`config.mk`:
```
export PLATFORM = sky130hd
export DESIGN_NAME = scene_compositor
export DESIGN_NICKNAME = d
export VERILOG_FILES = /design/src/rtl/scene_compositor.sv
export SDC_FILE = /design/constraint.sdc
export NUM_CORES = 1
export LEC_CHECK = 0
export ABC_AREA = 1
export BUFFER_PORTS_ARGS = -buffer_cell sky130_fd_sc_hd__buf_2
export CORE_MARGIN = 2
export CORE_UTILIZATION = 60
export CTS_CLUSTER_DIAMETER = 60
export DETAILED_ROUTE_END_ITERATION = 12
export PLACE_DENSITY_LB_ADDON = 0.3
export SYNTH_ARGS = -nofsm -noshare
export SYNTH_HDL_FRONTEND = slang
export SYNTH_SLANG_ARGS = --single-unit
```
`constraint.sdc`:
```
create_clock -name Clk -period 8.2 [get_ports Clk]
set_input_delay 0.41 -clock Clk [delete_from_list [all_inputs] [get_ports Clk]]
set_output_delay 0.41 -clock Clk [all_outputs]
set_load 0.005 [all_outputs]
```
`src/rtl/scene_compositor.sv`:
```
// rtl/scene_compositor.sv - per-pixel map/character read scheduler and compositor
module scene_compositor #(
    parameter int           MAP_W    = 1024,
    parameter int           MAP_H    = 1152,
    parameter int           SCR_W    = 640,
    parameter int           SCR_H    = 480,
    parameter int           CHAR_W   = 16,
    parameter int           CHAR_H   = 20,
    parameter int           CHAR_X0  = 312,
    parameter int           CHAR_Y0  = 230,
    parameter int           ANIM_DIV = 8,
    parameter logic [4:0]   TRANSP   = 5'd0
) (
    input  logic        Clk,
    input  logic        Reset,
    input  logic        pixel_valid,
    input  logic [9:0]  DrawX,
    input  logic [9:0]  DrawY,
    input  logic        frame_start,
    input  logic        cam_req,
    input  logic [10:0] cam_x_req,
    input  logic [10:0] cam_y_req,
    output logic        cam_ack,
    input  logic [1:0]  facing,
    input  logic        walking,
    output logic [20:0] map_read_address,
    input  logic [4:0]  map_data,
    output logic [12:0] char_read_address,
    input  logic [4:0]  char_data,
    output logic [4:0]  pix_index,
    output logic        pix_valid
);

    localparam logic [10:0] CAM_X_MAX = 11'(MAP_W - SCR_W);
    localparam logic [10:0] CAM_Y_MAX = 11'(MAP_H - SCR_H);
    localparam logic [9:0]  CX0       = 10'(CHAR_X0);
    localparam logic [9:0]  CX1       = 10'(CHAR_X0 + CHAR_W);
    localparam logic [9:0]  CY0       = 10'(CHAR_Y0);
    localparam logic [9:0]  CY1       = 10'(CHAR_Y0 + CHAR_H);
    localparam int          DW        = (ANIM_DIV > 1) ? $clog2(ANIM_DIV) : 1;
    localparam logic [DW-1:0] DIV_LAST = DW'(ANIM_DIV - 1);

    logic [10:0]   cam_x_q, cam_x_d, cam_y_q, cam_y_d;
    logic [10:0]   pend_x_q, pend_x_d, pend_y_q, pend_y_d;
    logic          pend_flag_q, pend_flag_d;
    logic          cam_ack_q, cam_ack_d;
    logic [1:0]    fac_q, fac_d;
    logic          walk_q, walk_d;
    logic [DW-1:0] div_q, div_d;
    logic [1:0]    phase_q, phase_d;
    logic [20:0]   map_addr_q, map_addr_d;
    logic [12:0]   char_addr_q, char_addr_d;
    logic          in1_q, in1_d, v1_q, v1_d;
    logic          in2_q, in2_d, v2_q, v2_d;
    logic [4:0]    pix_index_q, pix_index_d;
    logic          pix_valid_q, pix_valid_d;

    logic          capture;
    logic [10:0]   clamp_x, clamp_y;
    logic [10:0]   xsum, ysum;
    logic [9:0]    dx, dy;
    logic [1:0]    step;
    logic [3:0]    frame;

    always_comb begin
        capture     = cam_req && !cam_ack_q;
        clamp_x     = (cam_x_req > CAM_X_MAX) ? CAM_X_MAX : cam_x_req;
        clamp_y     = (cam_y_req > CAM_Y_MAX) ? CAM_Y_MAX : cam_y_req;

        cam_x_d     = cam_x_q;
        cam_y_d     = cam_y_q;
        pend_x_d    = pend_x_q;
        pend_y_d    = pend_y_q;
        pend_flag_d = pend_flag_q;
        cam_ack_d   = capture;

        // Apply uses the pre-edge pending values, so a same-cycle capture stays pending.
        if (frame_start && pend_flag_q) begin
            cam_x_d     = pend_x_q;
            cam_y_d     = pend_y_q;
            pend_flag_d = 1'b0;
        end
        if (capture) begin
            pend_x_d    = clamp_x;
            pend_y_d    = clamp_y;
            pend_flag_d = 1'b1;
        end

        fac_d   = frame_start ? facing  : fac_q;
        walk_d  = frame_start ? walking : walk_q;
        div_d   = div_q;
        phase_d = phase_q;
        if (!walk_q) begin
            div_d   = '0;
            phase_d = 2'd0;
        end else if (frame_start) begin
            if (div_q == DIV_LAST) begin
                div_d   = '0;
                phase_d = phase_q + 2'd1;
            end else begin
                div_d   = div_q + 1'b1;
            end
        end

        case (phase_q)
            2'd1:    step = 2'd1;
            2'd3:    step = 2'd2;
            default: step = 2'd0;
        endcase
        if (!walk_q) begin
            step = 2'd0;
        end
        frame = ({2'b00, fac_q} * 4'd3) + {2'b00, step};

        xsum  = {1'b0, DrawX} + cam_x_q;
        ysum  = {1'b0, DrawY} + cam_y_q;
        dx    = DrawX - CX0;
        dy    = DrawY - CY0;
        in1_d = (DrawX >= CX0) && (DrawX < CX1) && (DrawY >= CY0) && (DrawY < CY1);
        v1_d  = pixel_valid;

        map_addr_d  = 21'(32'(ysum) * MAP_W + 32'(xsum));
        char_addr_d = in1_d ? 13'(32'(frame) * (CHAR_W * CHAR_H) + 32'(dy) * CHAR_W + 32'(dx))
                            : 13'd0;

        // RAM data arrives one edge after the address registers; flags ride alongside.
        in2_d       = in1_q;
        v2_d        = v1_q;
        pix_valid_d = v2_q;
        if (!v2_q) begin
            pix_index_d = 5'd0;
        end else if (in2_q && (char_data != TRANSP)) begin
            pix_index_d = char_data;
        end else begin
            pix_index_d = map_data;
        end
    end

    always_ff @(posedge Clk) begin
        if (Reset) begin
            cam_x_q     <= '0;
            cam_y_q     <= '0;
            pend_x_q    <= '0;
            pend_y_q    <= '0;
            pend_flag_q <= 1'b0;
            cam_ack_q   <= 1'b0;
            fac_q       <= '0;
            walk_q      <= 1'b0;
            div_q       <= '0;
            phase_q     <= '0;
            map_addr_q  <= '0;
            char_addr_q <= '0;
            in1_q       <= 1'b0;
            v1_q        <= 1'b0;
            in2_q       <= 1'b0;
            v2_q        <= 1'b0;
            pix_index_q <= '0;
            pix_valid_q <= 1'b0;
        end else begin
            cam_x_q     <= cam_x_d;
            cam_y_q     <= cam_y_d;
            pend_x_q    <= pend_x_d;
            pend_y_q    <= pend_y_d;
            pend_flag_q <= pend_flag_d;
            cam_ack_q   <= cam_ack_d;
            fac_q       <= fac_d;
            walk_q      <= walk_d;
            div_q       <= div_d;
            phase_q     <= phase_d;
            map_addr_q  <= map_addr_d;
            char_addr_q <= char_addr_d;
            in1_q       <= in1_d;
            v1_q        <= v1_d;
            in2_q       <= in2_d;
            v2_q        <= v2_d;
            pix_index_q <= pix_index_d;
            pix_valid_q <= pix_valid_d;
        end
    end

    assign cam_ack           = cam_ack_q;
    assign map_read_address  = map_addr_q;
    assign char_read_address = char_addr_q;
    assign pix_index         = pix_index_q;
    assign pix_valid         = pix_valid_q;

endmodule

```
==> results.toml <==
[run_status]
status = "finished clean"

[final_layout]
multi_input_area_sq_um = 2930
fillCellCount = 738
nNetsFinal = 930
drive_gt1_share_pct = 17.6
seq_area_sq_um = 1960
syn_to_final_growth_pct = 14.4
n_antenna_cell = 0

[clock_tree]
clock_latency_ps = 350
clock-sinks = 98
cts_tree = "built"
cts_max_level = 3
cts.clk_slew.worst_paths_ps = 100
postCtsSetupBuffers = 0
cts_root_buffer = "clkbuf_8"
cts-resized-gates = 0
numCtsBuffers = 9
cts_buffer_depth = 2
holdBufCountCts = 0

[logic_synthesis]
yosysSeqAreaShare_pct = 36.8
synth_top_family_by_area = "simple AND/OR/NAND/NOR gates"
synth_nets = 834
synth_area_sq_um = 5340
synth_compound_area_share_pct = 13.5
synth_xor_area_share_pct = 2.79
yosys.area_share.adder_pct = 14.3
syn_avg_cell_area_sq_um = 7.42
netlist_instances = 719
synth_seq_cells = 98
synth_cell_types = 33
yosys.area_share.simple_pct = 24.3
synth_warnings = 0
synth.area.mux_share_pct = 0

[drt]
via_per_inst = 5.27
antenna_left = 0
routed_wirelength_um = 11900
drc = 0
num_vias = 4891
wl_per_cell_um = 12.8
drt_iter0_drc = 211
first_pass_iters = 5

[power]
power_leakage_nw = 3.10
cellInternalPower_w = 0.000722
power.switching_w = 0.000341
finalPower_w = 0.00106
p_per_area_nw_per_um2 = 174
p_seq_share_pct = 48.0
comb_power_share_pct = 24.2
swShare_pct = 32.1
ir_drop_v = 0.000126
p_clk_share_pct = 27.7

[min_path]
hold_path_class = "primary input to flip-flop"

[timing]
worst_pin_slew_ps = 865
whs_ps = 266
finalSetupViolCount = 0
slew_headroom_pct = 42.3
hold_violations = 0
fin_skew_ps = 9.48
fmax_ghz = 0.237
slew_violations = 0
min_period_ps = 4220
rsz0062_at_grt = "false"
min_period_over_period_pct = 51.4
tns_ps = 0

[global_route]
overflow = 0
grt_pass1_wl_um = 20300
antenna_found_initial = 0
grt_pass1_vias = 4557
grt_max_degree = 54
grt_use_total_pct = 25.4

[floorplan]
ioPinCount = 101
rows = 34
initial_core_util_pct = 61.5
coreArea_sq_um = 8680
die_w_um = 98.3
die_h_um = 98.3
die_area_sq_um = 9670

[place]
io_buffers = 100
dpl.hpwl_um = 9490
gp_congestion = 0.907

[worst_setup_path]
max_stage_delay_ps = 450
path_cells = "ha_1 -> nand2_1 -> inv_1 -> fa_1 -> ha_1 -> inv_1 -> fa_1 -> inv_1 -> ha_1 -> ha_1 -> inv_1 -> fa_1 -> xor2_1 -> ha_1 -> ha_1 -> inv_1 -> o31ai_1 -> a21oi_1 -> nand2_1 -> nand2_1 -> nor2_1"
crit_top_cell = "ha_1"
start_kind = "flip-flop"
arrival_ps = 4500
critPathSlowestCell = "fa_1"
cp.required_ps = 8490
endpoint_kind = "flip-flop"
cp_max_fo = 3
regToRegSetupSlack_ps = 3980
critPathKind = "flip-flop to flip-flop"

[flow_run]
drv_cap = 0
[flip-flops by register name, summed over array words and instances (netlist names), 3 cells and up]
register,flops
cam_x_q,11
cam_y_q,11
char_read_address,13
div_q,3
map_read_address,21
pend_x_q,11
pend_y_q,11
pix_index,5
[worst max-delay path, delay by kind of cell, from the launching register on]
kind                       cells  cell delay [ps]
DFF                            1              350
xor gates and xnor gates       1              230
buffers and inverters          5              350
AOI/OAI and AO/OA              2              320
adders and majority gates      9             2590
and+or+nand+nor                4              280
[cell families after synthesis]
logic type / count (synthesis)
XOR/XNOR: 17
AO/OA/AOI/OAI: 136
adder cells (fa/ha/maj): 55
flip-flops: 98
AND/OR/NAND/NOR: 295
buffers and inverters: 118
[cells in the mapped netlist, drive strengths merged]
library cell  count  area (sq um)
inv             101           379
a21oi            64           324
nor2            100           403
xor2             12           105
a221oi            2          17.5
ha               45           563
a211oi            1          7.51
nor3             17          85.1
or2               1          6.26
nor3b             2          15.0
o21ai            58           290
o21a              1          7.51
nor4              3          18.8
buf               2          10.0
fa               10           200
nand2           129           512
nand4            10          62.6
clkbuf           15          56.3
dfxtp            98          1960
xnor2             5          43.8
nand3b            1          7.51
a31oi             3          18.8
o31ai             2          15.0
o2111ai           2          17.5
o21bai            3          22.5
nand3            32           188
[path summary, 6_finish.rpt]
path                      endpoint  cells after the start        start
max          char_read_address[12]                     21   phase_q[0]
min                           v1_q                      3  pixel_valid
min reg2reg                  in2_q                      2        in1_q
max reg2reg  char_read_address[12]                     21   phase_q[0]
[cell type report]
cell class / count / area share, %
multi-input combinational: 503 / 48.0
sequential: 98 / 32.1
timing repair buffer: 102 / 8.44
inverter: 101 / 6.21
clock buffer: 10 / 2.25
tap: 108 / 2.21
clock inverter: 6 / 0.799
[layout by cell type (no fill, tap or decap), drive strengths merged]
cell,instances
o21a,1
xor2,12
a211oi,1
a31oi,3
o21ai,58
clkinv,2
o21bai,3
nand3b,1
nor3,17
nand2,129
nor2,100
ha,45
o2111ai,2
nand4,10
dfxtp,98
nor4,3
nor3b,2
buf,102
or2,1
o31ai,2
clkinvlp,2
inv,103
a21oi,64
nand3,32
fa,10
xnor2,5
clkbuf,10
a221oi,2
[routing by layer]
layer / part of all wire, % / global-route usage, %
met1: 46 / 33.7
met2: 46 / 42.4
met3: 6.2 / 4.51
met4: 1.6 / 7.90
met5: 0 / 0
[power groups by stage]
stage          registers, W  clock network [W]  logic [W]
2_1_floorplan      0.000522                  0   0.000180
3_3_place_gp       0.000521                  0   0.000244
3_5_place_dp       0.000522                  0   0.000255
4_1_cts            0.000511           0.000302   0.000257
5_1_grt            0.000514           0.000320   0.000295
6_report           0.000511           0.000295   0.000258
[through the flow]
stage,cells,area (sq um),setup WS (ps),util [%]
3_5_place_dp,912,5920,4040,68.2
4_1_cts,928,6110,4000,70.4
3_3_place_gp,912,5920,4240,68.2
2_1_floorplan,719,5340,4350,-
5_1_grt,928,6110,3770,70.4
6_report,928,6110,3980,70.4
Power figures use the tool's default switching activity.
